## config.mk

```make
export PLATFORM = sky130hd
export DESIGN_NAME = tbird_light_seq
export DESIGN_NICKNAME = d
export VERILOG_FILES = /design/src/rtl/tbird_light_seq.sv
export SDC_FILE = /design/constraint.sdc
export NUM_CORES = 1
export LEC_CHECK = 0
export CAP_MARGIN = 0
export CORE_MARGIN = 1.5
export CORE_UTILIZATION = 55
export CTS_CLUSTER_DIAMETER = 60
export DETAILED_ROUTE_END_ITERATION = 8
export MAX_ROUTING_LAYER = met4
export PLACE_DENSITY = 0.87
export SLEW_MARGIN = 10
export SYNTH_ARGS = -nofsm -noshare
export SYNTH_HDL_FRONTEND = slang
export SYNTH_SLANG_ARGS = --single-unit
```

## constraint.sdc

```tcl
create_clock -name clk -period 2.15 [get_ports clk]
set_input_delay 0.645 -clock clk [delete_from_list [all_inputs] [get_ports clk]]
set_output_delay 0.645 -clock clk [all_outputs]
set_load 0.02 [all_outputs]
```

## src/rtl/tbird_light_seq.sv

```systemverilog
// Thunderbird-style turn/hazard/brake lamp sequencer with a seven-segment state display.
// Switch levels are synchronised through two flops. The state is decoded from them every cycle,
// and the lamp and segment outputs are registered.
// Optional feature: define TBIRD_HAZARD_EN to compile in the HAZARD state (flashing all lamps).
// Without it, hazard_req is accepted but ignored.
module tbird_light_seq #(
  parameter int unsigned CLK_HZ  = 50000000,
  parameter int unsigned STEP_HZ = 2,
  parameter int unsigned LAMPS   = 3
) (
  input  logic                 clk,
  input  logic                 rst,
  input  logic                 left_req,
  input  logic                 right_req,
  input  logic                 hazard_req,
  input  logic                 brake,
  output logic [2*LAMPS-1:0]   leds,
  output logic [6:0]           seg
);

  localparam int unsigned DIV = CLK_HZ / STEP_HZ;
  localparam int unsigned CW  = $clog2(DIV);
  localparam int unsigned SW  = $clog2(LAMPS + 1);

  localparam logic [LAMPS-1:0] ONES = '1;

  localparam logic [6:0] SEG_IDLE   = 7'b0111111;
  localparam logic [6:0] SEG_LEFT   = 7'b1000111;
  localparam logic [6:0] SEG_RIGHT  = 7'b0101111;
  localparam logic [6:0] SEG_HAZARD = 7'b0001001;
  localparam logic [6:0] SEG_ERROR  = 7'b0000110;

  typedef enum logic [2:0] {
    S_IDLE,
    S_LEFT,
    S_RIGHT,
    S_HAZARD,
    S_ERROR
  } state_t;

  state_t             state, nstate;
  logic [1:0]         l_sy, r_sy, b_sy;
  logic               l_s, r_s, b_s;
  logic [CW-1:0]      cnt, cnt_n;
  logic [SW-1:0]      step, step_n;
  logic               tick;
  logic [LAMPS-1:0]   lmask, rmask, bside;
  logic [2*LAMPS-1:0] leds_n;
  logic [6:0]         seg_n;

  // two-flop synchronisers for the switch levels
  always_ff @(posedge clk) begin
    if (rst) begin
      l_sy <= '0;
      r_sy <= '0;
      b_sy <= '0;
    end else begin
      l_sy <= {l_sy[0], left_req};
      r_sy <= {r_sy[0], right_req};
      b_sy <= {b_sy[0], brake};
    end
  end

  assign l_s = l_sy[1];
  assign r_s = r_sy[1];
  assign b_s = b_sy[1];

`ifdef TBIRD_HAZARD_EN
  logic [1:0] h_sy;
  logic       h_s;
  logic       phase, phase_n;

  // hazard request synchroniser
  always_ff @(posedge clk) begin
    if (rst) h_sy <= '0;
    else     h_sy <= {h_sy[0], hazard_req};
  end

  assign h_s = h_sy[1];

  // hazard flash phase, reset to on
  always_ff @(posedge clk) begin
    if (rst) phase <= 1'b1;
    else     phase <= phase_n;
  end
`else
  logic unused_hazard;
  assign unused_hazard = hazard_req;
`endif

  // state decode, counter update and registered-output values; counters and
  // outputs are derived from the incoming state so an input edge shows after 3 edges
  always_comb begin
    nstate = S_IDLE;
    if (l_s && r_s)      nstate = S_ERROR;
`ifdef TBIRD_HAZARD_EN
    else if (h_s)        nstate = S_HAZARD;
`endif
    else if (l_s)        nstate = S_LEFT;
    else if (r_s)        nstate = S_RIGHT;

    tick   = (cnt == CW'(DIV - 1));
    cnt_n  = tick ? '0 : cnt + CW'(1);
    step_n = step;
`ifdef TBIRD_HAZARD_EN
    phase_n = phase;
`endif
    if (nstate != state) begin
      cnt_n  = '0;
      step_n = '0;
`ifdef TBIRD_HAZARD_EN
      phase_n = 1'b1;
`endif
    end else if (tick) begin
      if (state == S_LEFT || state == S_RIGHT)
        step_n = (step == SW'(LAMPS)) ? '0 : step + SW'(1);
`ifdef TBIRD_HAZARD_EN
      if (state == S_HAZARD)
        phase_n = ~phase;
`endif
    end

    lmask = ~(ONES << step_n);
    rmask = ~(ONES >> step_n);
    bside = b_s ? ONES : '0;

    leds_n = '0;
    seg_n  = SEG_IDLE;
    case (nstate)
      S_IDLE:   leds_n = {bside, bside};
      S_LEFT: begin
        leds_n = {lmask, bside};
        seg_n  = SEG_LEFT;
      end
      S_RIGHT: begin
        leds_n = {bside, rmask};
        seg_n  = SEG_RIGHT;
      end
`ifdef TBIRD_HAZARD_EN
      S_HAZARD: begin
        leds_n = {(2*LAMPS){phase_n}};
        seg_n  = SEG_HAZARD;
      end
`endif
      S_ERROR:  seg_n = SEG_ERROR;
      default:  ;
    endcase
  end

  // state, prescaler, step counter and output registers
  always_ff @(posedge clk) begin
    if (rst) begin
      state <= S_IDLE;
      cnt   <= '0;
      step  <= '0;
      leds  <= '0;
      seg   <= SEG_IDLE;
    end else begin
      state <= nstate;
      cnt   <= cnt_n;
      step  <= step_n;
      leds  <= leds_n;
      seg   <= seg_n;
    end
  end

endmodule

```

==> flow_metrics.py <==
metrics = {
    "clocking": {
        "hold_buffers": 0,
        "cts_resized": 0,
        "cts_max_path_buffers": 2,
        "cts_tree": "built",
        "clkSlewWorstSetupHoldPaths_ns": 0.07,
        "cts_buffers": 5,
        "worst_skew_pair.late_latency_ns": 0.30,
        "cts.htree.levels": 2,
        "postCtsSetupRepairBufs": 0,
        "number_of_clock_sinks": 45,
        "root_buffer": "sky130_fd_sc_hd__clkbuf_8",
    },
    "worst_hold_path": {
        "min-delay-start": "r_sy[0]",
        "hold_path.class": "flip-flop to flip-flop",
    },
    "global_routing": {
        "grt_pass1_vias": 1587,
        "overflow": 0,
        "number_of_antenna_violations_at_the_first_check_in_global_routing": 0,
        "global_route_usage_over_all_layers_pct": 23.0,
        "grt_start_max_net_pins": 26,
        "grt_pass1_wl_um": 7210,
    },
    "critical_path": {
        "critical_path.max_fanout": 6,
        "arrival_time_reported_for_the_critical_path_endpoint_ns": 1.37,
        "worstSetupStartpointType": "flip-flop",
        "buffers_plus_inverters_on_the_worst_setup_path": 1,
        "crit_required_ns": 1.50,
        "worstSetupStartpoint": "state[0]",
        "worstPathCellList": "clkdlybuf4s50_1",
        "crit_path_end_kind": "output port",
        "cpMaxStageDelayCell": "sky130_fd_sc_hd__clkdlybuf4s50_1",
        "start_of_the_worst_register_to_register_path": "cnt[7]",
        "worstSetupPathType": "flip-flop to output port",
        "crit_path_max_incr_delay_ns": 0.64,
        "timing.critical_path.max_delay_family": "buffers and inverters",
    },
    "route": {
        "drtAntennaViolNets": 0,
        "detail_route.wirelength_um": 4340,
        "post-route-drc-count": 0,
        "detailedRoute.firstPassIterationCount": 4,
        "post_drt_via_cell_ratio": 6.08,
        "vias": 1800,
        "detail_route.iter0.violations": 113,
        "wl_per_cell_um": 14.7,
    },
    "yosys": {
        "post_synth_inst_count": 228,
        "dominantRegCellSynth": "sky130_fd_sc_hd__dfxtp_1",
        "ys_async_sr_fraction_pct": 0,
        "yosys_register_bits": 45,
        "synth_cell_type_count": 41,
        "synth-edff-count": 0,
        "synth-seq-area-share_pct": 43.5,
        "synth_area_per_cell_um2": 9.09,
        "yosys_warning_count": 0,
        "netlist_area_um2": 2070,
    },
    "floorplan": {
        "die_area_um2": 4150,
        "die_y_um": 64.4,
        "core_region_area_um2": 3630,
        "std_cell_rows": 22,
        "die_x_um": 64.4,
        "initial_utilization_pct": 57.1,
        "design.portCount": 19,
    },
    "run": {
        "max-cap-violations": 0,
    },
    "layout": {
        "stdcell_count": 296,
        "diodes": 0,
        "combined_area_of_the_multi_input_logic_cells_um2": 1100,
        "syn2layout_area_growth_pct": 17.4,
        "final-seq-area_um2": 901,
        "drive_gt1_share_pct": 13.7,
        "layout.filler_cells": 300,
        "fin_nets": 256,
    },
    "power": {
        "post-layout-total-power_mw": 1.48,
        "power.ir.vdd_worst_mv": 0.448,
        "total_leakage_power_nw": 0.757,
        "cellPowerDensity_nw_per_um2": 606,
    },
    "sta": {
        "final.setup.tns_ns": 0,
        "post-route-period-util_pct": 93.8,
        "fmaxAchievable_ghz": 0.496,
        "tmin_final_ns": 2.02,
        "final-setup-viol-count": 0,
        "setup_repair_after_global_routing_missed_its_margin": "false",
        "drv_slew": 0,
        "finalHoldViolations": 0,
        "final.setup_skew_ns": 0.00948,
    },
    "outcome": {
        "run_status": "completed",
    },
    "placed_design": {
        "number_of_buffer_cells_added_on_primary_ports": 15,
        "numPlacedInstances": 289,
        "hpwl_detailed_um": 2890,
        "gpl.final_weighted_congestion": 0.909,
    },
}
kinds of logic (layout without fill, tap and decap cells):
logic type | Yosys count | count (layout) | synth area share [%]
simple gates | 98 | 98 | 27.9
flops | 45 | 45 | 43.5
compound gates | 44 | 44 | 15.6
buf+inv | 23 | 42 | 5.25
xor+xnor | 13 | 13 | 5.49
fa+ha+maj | 2 | 2 | 1.21
mux | 2 | 2 | 0.966
other cells | 1 | 2 | 0.181
flip-flops by register name (all words and copies together), names as in the netlist:
register / cells
seg: 3
leds: 6
r_sy: 2
step: 2
b_sy: 2
cnt: 25
state: 3
l_sy: 2
cell type report:
cell class | instances | area share, %
Multi-Input combinational cell | 161 | 45.0
Sequential cell | 45 | 37.0
Inverter | 6 | 0.925
Clock buffer | 7 | 3.55
Timing Repair Buffer | 29 | 11.0
Tap cell | 48 | 2.47
layout by cell type (no fill, tap or decap), types with 8 or more instances in the layout:
cell type                         instances
sky130_fd_sc_hd__dfxtp_1                 45
sky130_fd_sc_hd__nand4_1                  9
sky130_fd_sc_hd__buf_4                   13
sky130_fd_sc_hd__nor2_1                  10
sky130_fd_sc_hd__clkdlybuf4s50_1         15
sky130_fd_sc_hd__nor3_1                  13
sky130_fd_sc_hd__o21ai_0                 10
sky130_fd_sc_hd__o211ai_1                12
sky130_fd_sc_hd__nand2_1                 12
sky130_fd_sc_hd__nand3_1                 10
sky130_fd_sc_hd__a211oi_1                 8
report_power, final:
| part | total, mW | internal (mW) | switching (mW) |
|---|---|---|---|
| Clock | 0.525 | 0.255 | 0.270 |
| Sequential | 0.857 | 0.848 | 0.00964 |
| Combinational | 0.0937 | 0.0441 | 0.0496 |
| Total | 1.48 | 1.15 | 0.329 |
cell usage after synthesis (2+ instances only):
cell type                    n  share of area (%)
sky130_fd_sc_hd__o2111ai_1   3                1.3
sky130_fd_sc_hd__buf_4       4                1.4
sky130_fd_sc_hd__xnor2_1     7                3.0
sky130_fd_sc_hd__nand3_1    11                2.7
sky130_fd_sc_hd__nor3_1     13                3.1
sky130_fd_sc_hd__o211ai_1   12                4.3
sky130_fd_sc_hd__mux2i_1     2               0.97
sky130_fd_sc_hd__a211oi_1    8                2.9
sky130_fd_sc_hd__nor3b_1     2               0.72
sky130_fd_sc_hd__or3_1       6                1.8
sky130_fd_sc_hd__buf_2       6                1.4
sky130_fd_sc_hd__clkbuf_1    5               0.91
sky130_fd_sc_hd__o31ai_1     6                2.2
sky130_fd_sc_hd__nor2_1     10                1.8
sky130_fd_sc_hd__ha_1        2                1.2
sky130_fd_sc_hd__nor2b_1     7                2.1
sky130_fd_sc_hd__buf_1       2               0.36
sky130_fd_sc_hd__or4_1       7                2.5
sky130_fd_sc_hd__and3_1      2               0.60
sky130_fd_sc_hd__nand4_1     9                2.7
sky130_fd_sc_hd__a211oi_2    3                1.8
sky130_fd_sc_hd__nand2_1    12                2.2
sky130_fd_sc_hd__dfxtp_1    45                 43
sky130_fd_sc_hd__xor2_1      6                2.5
sky130_fd_sc_hd__or2_2       2               0.60
sky130_fd_sc_hd__inv_1       6                1.1
sky130_fd_sc_hd__o21ai_0    10                2.4
sky130_fd_sc_hd__and4_1      2               0.85
sky130_fd_sc_hd__nor4_1      6                1.8
per-layer routing:
metal  GRT usage (%)  share of wire, %  wire length, um  vias to the layer above
met2            38.2                51             2230                       38
li1                -                 -                -                      884
met4            9.31               1.5               63                        0
met5               -                 0                0                        -
met1            27.3                43             1880                      871
met3            4.75               3.8              166                        7
through the flow:
stage	hold slack, ns	utilization [%]	instance area, um2	worst slack [ns]
after detailed placement	0.431	64.0	2330	-0.216
after floorplan	0.414	-	2080	0.199
after CTS	0.449	66.4	2410	0.0542
final	0.443	67.0	2430	0.132
after global routing	0.457	67.0	2430	0.0443
after global placement	0.418	64.0	2330	-0.0325
final timing paths:
| path | slack, ns | endpoint | cells past startpoint |
|---|---|---|---|
| max | 0.13 | seg[6] | 1 |
| min reg2reg | 0.44 | r_sy[1] | 1 |
| min | 0.44 | r_sy[1] | 1 |
| max reg2reg | 0.16 | cnt[23] | 4 |
No activity file was read; power rests on OpenSTA's default activity.
